$ cat config.mk
export PLATFORM = sky130hd
export DESIGN_NAME = branch_resolver
export DESIGN_NICKNAME = d
export VERILOG_FILES = /design/src/rtl/bru_pkg.sv /design/src/rtl/branch_target_calc.sv /design/src/rtl/branch_resolver.sv
export SDC_FILE = /design/constraint.sdc
export NUM_CORES = 1
export LEC_CHECK = 0
export BUFFER_PORTS_ARGS = -buffer_cell sky130_fd_sc_hd__buf_2
export CORE_MARGIN = 2
export CORE_UTILIZATION = 42
export CTS_BUF_LIST = sky130_fd_sc_hd__clkbuf_8
export DETAILED_ROUTE_END_ITERATION = 10
export GPL_ROUTABILITY_DRIVEN = 0
export GPL_TIMING_DRIVEN = 0
export PLACE_DENSITY = 0.76
export SLEW_MARGIN = 20
export SYNTH_ARGS = -nofsm -noshare
export SYNTH_HDL_FRONTEND = slang
export SYNTH_HIERARCHICAL = 1
export SYNTH_SLANG_ARGS = --single-unit
$ cat constraint.sdc
create_clock -name clk -period 1.75 [get_ports clk]
set_clock_uncertainty 0.1 [all_clocks]
set_input_delay 0.4375 -clock clk [delete_from_list [all_inputs] [get_ports clk]]
set_output_delay 0.4375 -clock clk [all_outputs]
set_load 0.02 [all_outputs]
$ cat src/rtl/bru_pkg.sv
// Shared encodings for the ID-stage branch resolver: branch-type codes, FSM states, PC step.
// Latency: n/a (definitions only).
// Backpressure: n/a.
package bru_pkg;

  localparam int unsigned BR_TYPE_W = 3;

  localparam logic [BR_TYPE_W-1:0] BR_NONE = 3'd0;
  localparam logic [BR_TYPE_W-1:0] BR_BEQ  = 3'd1;
  localparam logic [BR_TYPE_W-1:0] BR_BNE  = 3'd2;
  localparam logic [BR_TYPE_W-1:0] BR_BGEZ = 3'd3;
  localparam logic [BR_TYPE_W-1:0] BR_BLTZ = 3'd4;
  localparam logic [BR_TYPE_W-1:0] BR_J    = 3'd5;
  localparam logic [BR_TYPE_W-1:0] BR_JR   = 3'd6;

  localparam logic [31:0] PC_STEP = 32'd4;

  typedef enum logic [1:0] {
    IDLE      = 2'd0,
    WAIT_OPND = 2'd1,
    REDIRECT  = 2'd2
  } bru_state_t;

endpackage

$ cat src/rtl/branch_target_calc.sv
// Combinational target/taken computation for branches, J and JR.
// Latency: 0 cycles (pure combinational).
// Backpressure: none; results are sampled by the resolver FSM.
module branch_target_calc
  import bru_pkg::*;
(
  input  logic [BR_TYPE_W-1:0] br_type,
  input  logic [31:0]          pc_id,
  input  logic [15:0]          imm16,
  input  logic [25:0]          jidx,
  input  logic [31:0]          rs_val,
  input  logic                 equal,
  input  logic                 bge,
  output logic                 is_branch,
  output logic                 taken,
  output logic [31:0]          target
);

  logic [31:0] pc_plus4;
  logic [31:0] br_offset;

  assign pc_plus4  = pc_id + PC_STEP;
  assign br_offset = {{14{imm16[15]}}, imm16, 2'b00};

  // Decode type into taken bit and the matching target; codes 7+ behave as NONE.
  always_comb begin
    is_branch = 1'b0;
    taken     = 1'b0;
    target    = pc_plus4 + br_offset;
    case (br_type)
      BR_BEQ:  begin is_branch = 1'b1; taken = equal;  end
      BR_BNE:  begin is_branch = 1'b1; taken = !equal; end
      BR_BGEZ: begin is_branch = 1'b1; taken = bge;    end
      BR_BLTZ: begin is_branch = 1'b1; taken = !bge;   end
      BR_J: begin
        is_branch = 1'b1;
        taken     = 1'b1;
        target    = {pc_plus4[31:28], jidx, 2'b00};
      end
      BR_JR: begin
        is_branch = 1'b1;
        taken     = 1'b1;
        target    = rs_val;
      end
      default: ;
    endcase
  end

endmodule

$ cat src/rtl/branch_resolver.sv
// ID-stage branch resolution: registered PC redirect to IF, ID stall until operands are final.
// Latency: redirect_valid rises 1 cycle after the evaluation cycle; flush drops it next cycle.
// Backpressure: redirect held stable until redirect_ready; id_stall asserted meanwhile. BRU_STATS_EN adds counters.
module branch_resolver
  import bru_pkg::*;
#(
  parameter int unsigned BR_W = BR_TYPE_W
) (
  input  logic            clk,
  input  logic            reset,
  input  logic            id_valid,
  input  logic [BR_W-1:0] br_type,
  input  logic [31:0]     pc_id,
  input  logic [15:0]     imm16,
  input  logic [25:0]     jidx,
  input  logic [31:0]     rs_val,
  input  logic            equal,
  input  logic            bge,
  input  logic            opnd_ready,
  input  logic            flush,
  input  logic            redirect_ready,
  output logic            redirect_valid,
  output logic [31:0]     redirect_pc,
  output logic            id_stall
`ifdef BRU_STATS_EN
  ,
  output logic [31:0]     br_count,
  output logic [31:0]     taken_count
`endif
);

  bru_state_t  state, state_nxt;
  logic        is_branch, taken;
  logic [31:0] target;
  logic        is_j;
  logic        eval;

  branch_target_calc u_calc (
    .br_type   (br_type),
    .pc_id     (pc_id),
    .imm16     (imm16),
    .jidx      (jidx),
    .rs_val    (rs_val),
    .equal     (equal),
    .bge       (bge),
    .is_branch (is_branch),
    .taken     (taken),
    .target    (target)
  );

  assign is_j           = (br_type == BR_J);
  assign redirect_valid = (state == REDIRECT);

  // Next state, evaluation strobe and ID stall; flush overrides everything.
  always_comb begin
    state_nxt = state;
    eval      = 1'b0;
    id_stall  = 1'b0;
    case (state)
      IDLE: begin
        if (id_valid && is_branch) begin
          if (opnd_ready || is_j) begin
            eval      = 1'b1;
            state_nxt = taken ? REDIRECT : IDLE;
          end else begin
            id_stall  = 1'b1;
            state_nxt = WAIT_OPND;
          end
        end
      end
      WAIT_OPND: begin
        // ID inputs are frozen by the stall, so the held branch is evaluated here.
        if (opnd_ready) begin
          eval      = 1'b1;
          state_nxt = taken ? REDIRECT : IDLE;
        end else begin
          id_stall = 1'b1;
        end
      end
      REDIRECT: begin
        if (redirect_ready) state_nxt = IDLE;
        else                id_stall  = 1'b1;
      end
      default: state_nxt = IDLE;
    endcase
    if (flush) begin
      state_nxt = IDLE;
      eval      = 1'b0;
      id_stall  = 1'b0;
    end
  end

  // State register.
  always_ff @(posedge clk or negedge reset) begin
    if (!reset) state <= IDLE;
    else        state <= state_nxt;
  end

  // Latch the target on a taken evaluation; it stays stable through REDIRECT.
  always_ff @(posedge clk or negedge reset) begin
    if (!reset)             redirect_pc <= 32'd0;
    else if (eval && taken) redirect_pc <= target;
  end

`ifdef BRU_STATS_EN
  // Statistics: evaluated and taken branches, flushed evaluations excluded by eval.
  always_ff @(posedge clk or negedge reset) begin
    if (!reset) begin
      br_count    <= 32'd0;
      taken_count <= 32'd0;
    end else if (eval) begin
      br_count <= br_count + 32'd1;
      if (taken) taken_count <= taken_count + 32'd1;
    end
  end
`endif

endmodule

==> results of run 1 <==
[logic make-up after synthesis]
group,share of synthesized area [%]
multiplexers,12.4
flip-flops,20.7
adder cells (fa/ha/maj),10.2
AO/OA/AOI/OAI,25.1
XOR/XNOR,11.0
buffers and inverters,4.26
AND/OR/NAND/NOR,16.3
[how the worst min path moves through the flow]
stage	end	slack [ns]	cells past startpoint
5_1_grt	redirect_pc[2]	0.17	1
3_3_place_gp	state[0]	0.37	1
3_5_place_dp	state[0]	0.38	1
2_1_floorplan	redirect_pc[0]	0.04	0
6_report	redirect_pc[2]	0.11	1
4_1_cts	redirect_pc[2]	0.14	1
[metal layers]
| layer | share of wire (%) | GRT usage (%) | vias to the layer above | wire [um] |
|---|---|---|---|---|
| met5 | 0 | 0 | - | 0 |
| met2 | 51 | 45.0 | 196 | 7580 |
| li1 | - | - | 2166 | - |
| met4 | 4.1 | 8.30 | 0 | 607 |
| met1 | 40 | 31.1 | 2247 | 6040 |
| met3 | 4.7 | 1.97 | 58 | 709 |
[power by group]
part           switching [uW]  leakage [uW]  internal, uW
combinational            1590       0.00261          1520
clock                     300     0.0000683           571
sequential                233      0.000417          1150
[synth_stat cells, types with 10 or more instances]
cell type  count  area, um2
o21ai_0       26        130
inv_1         13       48.8
dfrtp_1       34        851
ha_1          32        400
nor2_1        20       75.1
nand4_1       10       62.6
a22oi_1       27        203
and3_1        10       62.6
o21ai_1       14       70.1
a21oi_1       26        130
nand3_1       12       60.1
xnor2_1       32        280
mux2_4        29        435
xor2_1        18        158
nand2_1       30        113
a21o_1        19        143
clkbuf_1      12       45.0
[final cells by class]
cell class	count	area [um2]	share of cell area (%)
Buffer	18	159	2.44
Clock buffer	5	68.8	1.05
Multi-Input combinational cell	393	3780	57.9
Tap cell	133	166	2.55
Inverter	13	48.8	0.748
Clock inverter	3	68.8	1.05
Sequential cell	34	851	13.0
Timing Repair Buffer	217	1390	21.2
[state kept, by name, summed over array words and instances, names as in the netlist]
| name | cells |
|---|---|
| state | 2 |
| redirect_pc | 32 |
[through the flow]
| stage | cell area (um2) | utilization (%) | setup WS [ns] |
|---|---|---|---|
| CTS | 6040 | 62.7 | -1.90 |
| finish | 6530 | 67.7 | -2.01 |
| global placement | 5210 | 54.0 | -2.31 |
| global route | 6530 | 67.7 | -2.18 |
| detailed placement | 5210 | 54.0 | -2.45 |
| floorplan | 4290 | - | -1.87 |
[what timing repair did]
item                                    CTS  global route
hold endpoints to repair                  0             0
endpoints found under the setup margin   33            33
gates resized for setup                  92            56
pin swaps                                73            57
gates cloned                              1             0
setup buffers                            41            28
[worst register-to-register path: stages (launching register included)]
cell	delay, ns
dfrtp_1	0.44
nor3_2	0.22
and4b_1	0.23
buf_6	0.16
buf_12	0.15
mux2_4	0.30
==> impl_metrics.tcl, run 1 <==
set metrics [dict create \
    status "finished, violations left" \
    violations "negative setup slack" \
    ys_seq_elements 34 \
    gr-total-overflow 0 \
    cts_buffer_depth 2 \
    grt_pass1_vias 4303 \
    fin_tns_setup_ns -37.93 \
    yosysUniqueCellTypes 62 \
    crit_start "pc_id[12]" \
    ir_drop_uv 447 \
    r2r_cells 5 \
    setup_viol 33 \
    start_util_pct 42.7 \
    drc 0 \
    worstPathRequired_ns 1.82 \
    synth-edff-count 0 \
    worstSkewPairLatency_ns 0.28 \
    worst_slew_pin_slew_ns 0.740 \
    cts_buffers 5 \
    end_kind "flip-flop" \
    yosysSeqAreaShare_pct 20.7 \
    die_width_um 103 \
    hpwl_mm 10.1 \
    yosysWarnings 6 \
    first_iter_violations 281 \
    dieArea_um2 10600 \
    postSynth.asyncResetShare_pct 100 \
    crit_cells 18 \
    area_growth_pct 58.7 \
    drv_slew 0 \
    cap_viol_max_count 0 \
    max_stage_delay_ns 0.38 \
    slew_headroom_pct 50.7 \
    place.port_buffers 150 \
    fin_crit_ns 3.76 \
    total_power_uw 5350 \
    r2r_slack_ns 0.04 \
    fin_crit_sh_pct 215 \
    mostFrequentLayoutCells "buf_2, buf_4, dfrtp_1" \
    cts-htree-levels 2 \
    grtUsageTotal_pct 24.9 \
    die_y_um 103 \
    dp.cells 741 \
    clock.fmax_mhz 266 \
    crit_arrival_ns 3.83 \
    final_common_cell "buf_2" \
    drive_above_1_share_pct 56.2 \
    finalNetCount 832 \
    n_antenna_cell 0 \
    syn_area_um2 4110 \
    avgRoutedWirePerCell_um 18.3 \
    antenna_found_initial 0 \
    ctsHoldBuffers 0 \
    power_density_nw_per_um2 820 \
    cp_common_cell "nand4_1" \
    r2r-start "state[0]" \
    endpoint "redirect_pc[31]" \
    synth_ff_type "dfrtp_1" \
    crit_fanout 4 \
    clockRootBuffer "clkbuf_8" \
    hold_path_class "input port to async pin" \
    grt_setup_unrepaired "yes" \
    vias_per_cell 5.72 \
    path_buf_inv 1 \
    syn-num-nets 608 \
    dr.pass1.iters 5 \
    cp_top_family "simple AND/OR/NAND/NOR gates" \
    holdWs_ns 0.114 \
    grt_max_degree 35 \
    avgSynthCellArea_um2 8.98 \
    core_um2 9640 \
    slowest_stage "a2111o_1" \
    r2r_end "redirect_pc[13]" \
    hold_viol 0 \
    via_count 4667 \
    clkSinkCount 34 \
    path_class "input port to flip-flop" \
    nFillCells 729 \
    ant_nets 0 \
    worstPathCellList "buf_8 -> and4_4 -> and3_4 -> nand4_1 -> nor2_1 -> and3_1 -> and2_4 -> nand4_1 -> xnor2_1 -> ha_1 -> a21o_1 -> a2111o_1 -> o21ai_2 -> a31oi_2 -> xor2_1 -> mux2i_1 -> o21ai_1 -> mux2_4" \
    clk_pin_slew_worst_paths_ns 0.07 \
    p_leak_uw 0.00310 \
    floorplan.rows 36 \
    synthCells 458 \
    fin_ws_ns -2.01 \
    grt_pass1_wl_mm 20.8 \
    cts_tree "yes" \
    finalNonFillerCells 816 \
    worst_setup_path_start_kind "input port" \
    pin_count 151 \
    routed_wl_mm 14.9 \
]
Note: power is estimated with default switching activity, not from simulation.
==> inputs of run 2 (changes only) <==
--- a/config.mk
+++ b/config.mk
@@ -13,4 +13,5 @@
 export GPL_ROUTABILITY_DRIVEN = 0
 export GPL_TIMING_DRIVEN = 0
+export HOLD_SLACK_MARGIN = 0.03
 export PLACE_DENSITY = 0.76
 export SLEW_MARGIN = 20
==> constraint.sdc (replaced) <==
create_clock -name clk -period 1.75 [get_ports clk]
set_clock_uncertainty 0.1 [all_clocks]
set_input_delay 0 -clock clk [delete_from_list [all_inputs] [get_ports clk]]
set_output_delay 0 -clock clk [all_outputs]
set_load 0.02 [all_outputs]
==> impl_metrics.tcl, run 2 (synthesis gave the netlist of run 1 again) <==
set metrics [dict create \
    avgRoutedWirePerCell_um 19.9 \
    worstPathRequired_ns 1.82 \
    holdWs_ns 0.0388 \
    vias_per_cell 5.89 \
    drive_above_1_share_pct 48.7 \
    violations "negative setup slack" \
    grt_pass1_wl_mm 22.9 \
    die_y_um 103 \
    end_kind "flip-flop" \
    worst_setup_path_start_kind "input port" \
    grt_pass1_vias 4799 \
    dieArea_um2 10600 \
    antenna_found_initial 1 \
    area_growth_pct 64.1 \
    worst_slew_pin_slew_ns 0.830 \
    drc 0 \
    hpwl_mm 10.1 \
    routed_wl_mm 17.0 \
    ant_nets 0 \
    pin_count 151 \
    drv_slew 0 \
    placed_area_um2 5170 \
    ir_drop_uv 490 \
    hold_path_class "input port to flip-flop" \
    floorplan.rows 36 \
    grtUsageTotal_pct 27.8 \
    grt_setup_unrepaired "yes" \
    grt_max_degree 35 \
    place.port_buffers 150 \
    via_count 5013 \
    cts_buffers 5 \
    regMostFlops "redirect_pc" \
    core_um2 9640 \
    gr-total-overflow 0 \
    finalNonFillerCells 851 \
    cts_buffer_depth 2 \
    worstSkewPairLatency_ns 0.29 \
    clockRootBuffer "clkbuf_8" \
    dr.pass1.iters 7 \
    fin_area_um2 6750 \
    first_iter_violations 379 \
    fin_crit_ns 3.32 \
    fin_crit_sh_pct 190 \
    crit_arrival_ns 3.40 \
    slew_headroom_pct 44.5 \
    finalNetCount 866 \
    fin_util_pct 70.0 \
    reg_top3 "redirect_pc: 32 flops, state: 2 flops" \
    setup_viol 25 \
    p_leak_uw 0.00316 \
    cts_tree "yes" \
    largest_reg_flops 32 \
    final_common_cell "buf_2" \
    path_class "input port to flip-flop" \
    crit_fanout 4 \
    clk_pin_slew_worst_paths_ns 0.07 \
    dp.cells 741 \
    power_density_nw_per_um2 812 \
    start_util_pct 42.7 \
    clkSinkCount 34 \
    die_width_um 103 \
    clock.fmax_mhz 301 \
    fin_ws_ns -1.57 \
    cts-htree-levels 2 \
    nFillCells 699 \
    cap_viol_max_count 0 \
    status "finished, violations left" \
    hold_viol 0 \
    mostFrequentLayoutCells "buf_2, dlygate4sd3_1, buf_4" \
]
run 2: worst max-delay path, cell delays in order:
cell and delay (ns):
buf_8 0.08, and4_4 0.21, and3_4 0.19, nand4_1 0.13, nor2_1 0.16, and3_1 0.19
and2_4 0.16, nand4_1 0.18, xnor2_1 0.20, ha_1 0.33, and3_4 0.21, nand2_2 0.10
nor3_2 0.07, a31oi_1 0.25, o311ai_2 0.17, xor2_1 0.20, a221o_1 0.31, mux2_4 0.25
run 2: final cells by class:
| class | instances | area [um2] | area share (%) |
|---|---|---|---|
| tap | 133 | 166 | 2.47 |
| clock buffer | 6 | 82.6 | 1.22 |
| antenna | 1 | 2.50 | 0.0371 |
| multi-input combinational | 393 | 3650 | 54.1 |
| buffer | 17 | 146 | 2.17 |
| timing repair buffer | 252 | 1740 | 25.8 |
| clock inverter | 2 | 60.1 | 0.890 |
| sequential | 34 | 851 | 12.6 |
| inverter | 13 | 48.8 | 0.723 |
run 2: timing repair:
item	in CTS	in global routing
endpoints found under the hold margin	62	0
hold buffers	50	0
setup endpoints to repair	27	32
gates cloned	0	0
gates resized for setup	65	50
setup buffers	34	18
pin swaps	41	49
run 2: power breakdown:
group	switching, uW	internal (uW)
registers	241	1150
clock network	289	608
logic	1650	1540
run 2: final timing paths:
path | endpoint | from | slack [ns] | cells after the start
min in group asynchronous | redirect_pc[4] | reset | 0.22 | 2
worst max register to register | redirect_pc[6] | state[0] | 0.07 | 6
max in group asynchronous | redirect_pc[28] | reset | 0.85 | 2
worst min register to register | redirect_pc[0] | redirect_pc[0] | 0.41 | 1
worst max-delay path | redirect_pc[30] | pc_id[12] | -1.57 | 18
worst min-delay path | redirect_pc[27] | jidx[25] | 0.04 | 4
run 2: per-layer routing:
layer	share of wire, %	wire, um	track usage [%]	vias to the layer above
met5	0	0	0	-
met3	6.6	1120	3.73	110
li1	-	-	-	2235
met1	37	6320	31.5	2346
met4	7.4	1250	18.1	0
met2	49	8270	48.9	322
run 2: through the flow:
step                TNS, ns  setup slack [ns]  power, uW
floorplan            -20.45             -1.44       3090
global route         -29.30             -1.68       5730
CTS                  -22.41             -1.47       5160
detailed placement   -34.43             -2.04       3970
finish               -26.99             -1.57       5480
global placement     -33.20             -1.94       3890
==> inputs of run 3 (changes only) <==
CORE_UTILIZATION = 45   (was 42)
PLACE_DENSITY = 0.8   (was 0.76)
==> impl_metrics.tcl, run 3 (synthesis gave the netlist of run 1 again) <==
set metrics [dict create \
    hp-start "jidx[14]" \
    fin_area_um2 6730 \
    via_count 5190 \
    slowest_stage "a2111oi_4" \
    end_kind "flip-flop" \
    floorplan.rows 34 \
    routed_wl_mm 17.2 \
    pwr-share-clk_pct 11.8 \
    dp.cells 716 \
    place.port_buffers 150 \
    finalNetCount 864 \
    cts_tree "yes" \
    core_um2 8810 \
    combPwrFrac_pct 61.8 \
    slew_headroom_pct 38.0 \
    worst_setup_path_start_kind "input port" \
    fin_util_pct 76.4 \
    fin_crit_ns 3.34 \
    worstSkewPairLatency_ns 0.29 \
    r2r_end "redirect_pc[22]" \
    p_seq_share_pct 26.4 \
    area_growth_pct 63.6 \
    grt_pass1_wl_mm 22.6 \
    r2r_cells 5 \
    cts-htree-levels 2 \
    hold_viol 0 \
    clkSinkCount 34 \
    worst_slew_pin_slew_ns 0.926 \
    crit_arrival_ns 3.42 \
    clk_pin_slew_worst_paths_ns 0.07 \
    p_leak_uw 0.00317 \
    drv_slew 0 \
    die_width_um 99.6 \
    regMostFlops "redirect_pc" \
    status "finished, violations left" \
    dieArea_um2 9920 \
    setup_viol 24 \
    ant_nets 0 \
    crit_fanout 5 \
    grt_setup_unrepaired "yes" \
    clock.fmax_mhz 299 \
    antenna_found_initial 0 \
    violations "negative setup slack" \
    die_y_um 99.6 \
    avgRoutedWirePerCell_um 20.9 \
    r2r_slack_ns 0.05 \
    ir_drop_uv 392 \
    n_antenna_cell 0 \
    max_stage_delay_ns 0.45 \
    r2r-start "state[0]" \
    largest_reg_flops 32 \
    final_common_cell "buf_2" \
    grt_pass1_vias 4898 \
    start_util_pct 46.7 \
    cts_buffers 5 \
    p_sw_share_pct 42.3 \
    grtUsageTotal_pct 28.4 \
    vias_per_cell 6.31 \
    hold_path_class "input port to flip-flop" \
    grt_max_degree 35 \
    finalNonFillerCells 823 \
    power_density_nw_per_um2 785 \
    cts_buffer_depth 2 \
    fin_crit_sh_pct 191 \
    placed_area_um2 5140 \
    clockRootBuffer "clkbuf_8" \
    hold_end "redirect_pc[16]" \
    drc 0 \
    cap_viol_max_count 0 \
    dr.pass1.iters 6 \
    first_iter_violations 433 \
    drive_above_1_share_pct 49.9 \
    worstPathRequired_ns 1.82 \
    worstPathCellList "buf_8 -> ha_4 -> nand4_1 -> buf_4 -> nor2_4 -> nand2_1 -> xnor2_2 -> ha_2 -> and4_4 -> o2111ai_4 -> a2111oi_4 -> o21bai_2 -> a31oi_2 -> xor2_1 -> mux2i_1 -> o21ai_1 -> mux2_4" \
    reg_top3 "redirect_pc: 32 flops, state: 2 flops" \
    fin_ws_ns -1.59 \
    path_class "input port to flip-flop" \
    pin_count 151 \
    gr-total-overflow 0 \
    mostFrequentLayoutCells "buf_2, dlygate4sd3_1, buf_4" \
    whs_path_depth 4 \
    power_switching_uw 2230 \
    p_int_uw 3050 \
    hpwl_mm 10.2 \
]
==> run 3: metrics by stage <==
stage / hold slack, ns / worst slack (ns) / total power, uW / TNS (ns)
global placement: -0.00582 / -1.85 / 3880 / -33.07
CTS: 0.0306 / -1.44 / 4880 / -22.58
finish: 0.0264 / -1.59 / 5280 / -28.06
floorplan: -0.396 / -1.44 / 3090 / -20.45
detailed placement: 0.00621 / -1.96 / 3970 / -34.83
global route: 0.0408 / -1.68 / 5480 / -29.72
==> run 3: worst max-delay path, delay by kind of cell <==
family,cells,cell delay [ns]
AOI/OAI and AO/OA,5,1.05
and+or+nand+nor,4,0.70
adders and majority gates,2,0.50
muxes,2,0.49
xor gates and xnor gates,2,0.37
buffers and inverters,2,0.28
==> run 3: per-layer routing <==
metal  track usage, %  routed length [um]  vias up
met3             2.88                1370      128
li1                 -                   -     2230
met5                0                   0        -
met4             16.3                1210        0
met1             32.8                6210     2432
met2             50.7                8410      400
==> run 3: timing repair <==
item,in CTS,in global routing
pin swaps,53,43
endpoints found under the setup margin,27,29
gates resized for setup,75,58
endpoints found under the hold margin,60,1
setup buffers,36,21
hold buffers,47,1
==> run 3: final cells by class <==
cell class,instances,area (um2)
sequential,34,852
inverter,13,51.3
tap,108,135
clock buffer,6,82.6
fill,555,2080
multi-input combinational,393,3720
clock inverter,2,12.5
timing repair buffer,250,1720
buffer,17,150
==> run 3: how the worst max path moves through the flow <==
stage          startpoint              end  slack, ns  cells past startpoint
2_1_floorplan   pc_id[14]  redirect_pc[31]      -1.44                     17
3_3_place_gp    pc_id[11]  redirect_pc[30]      -1.85                     18
3_5_place_dp    pc_id[11]  redirect_pc[31]      -1.96                     18
4_1_cts         pc_id[14]  redirect_pc[31]      -1.44                     18
5_1_grt          pc_id[2]  redirect_pc[31]      -1.68                     17
6_report         pc_id[2]  redirect_pc[31]      -1.59                     17
==> run 3: power groups by stage <==
| stage | registers, uW | clock network, uW | logic (uW) |
|---|---|---|---|
| floorplan | 1790 | 0 | 1300 |
| global placement | 1360 | 0 | 2520 |
| detailed placement | 1380 | 0 | 2590 |
| CTS | 1370 | 622 | 2880 |
| global route | 1430 | 659 | 3400 |
| finish | 1390 | 622 | 3260 |
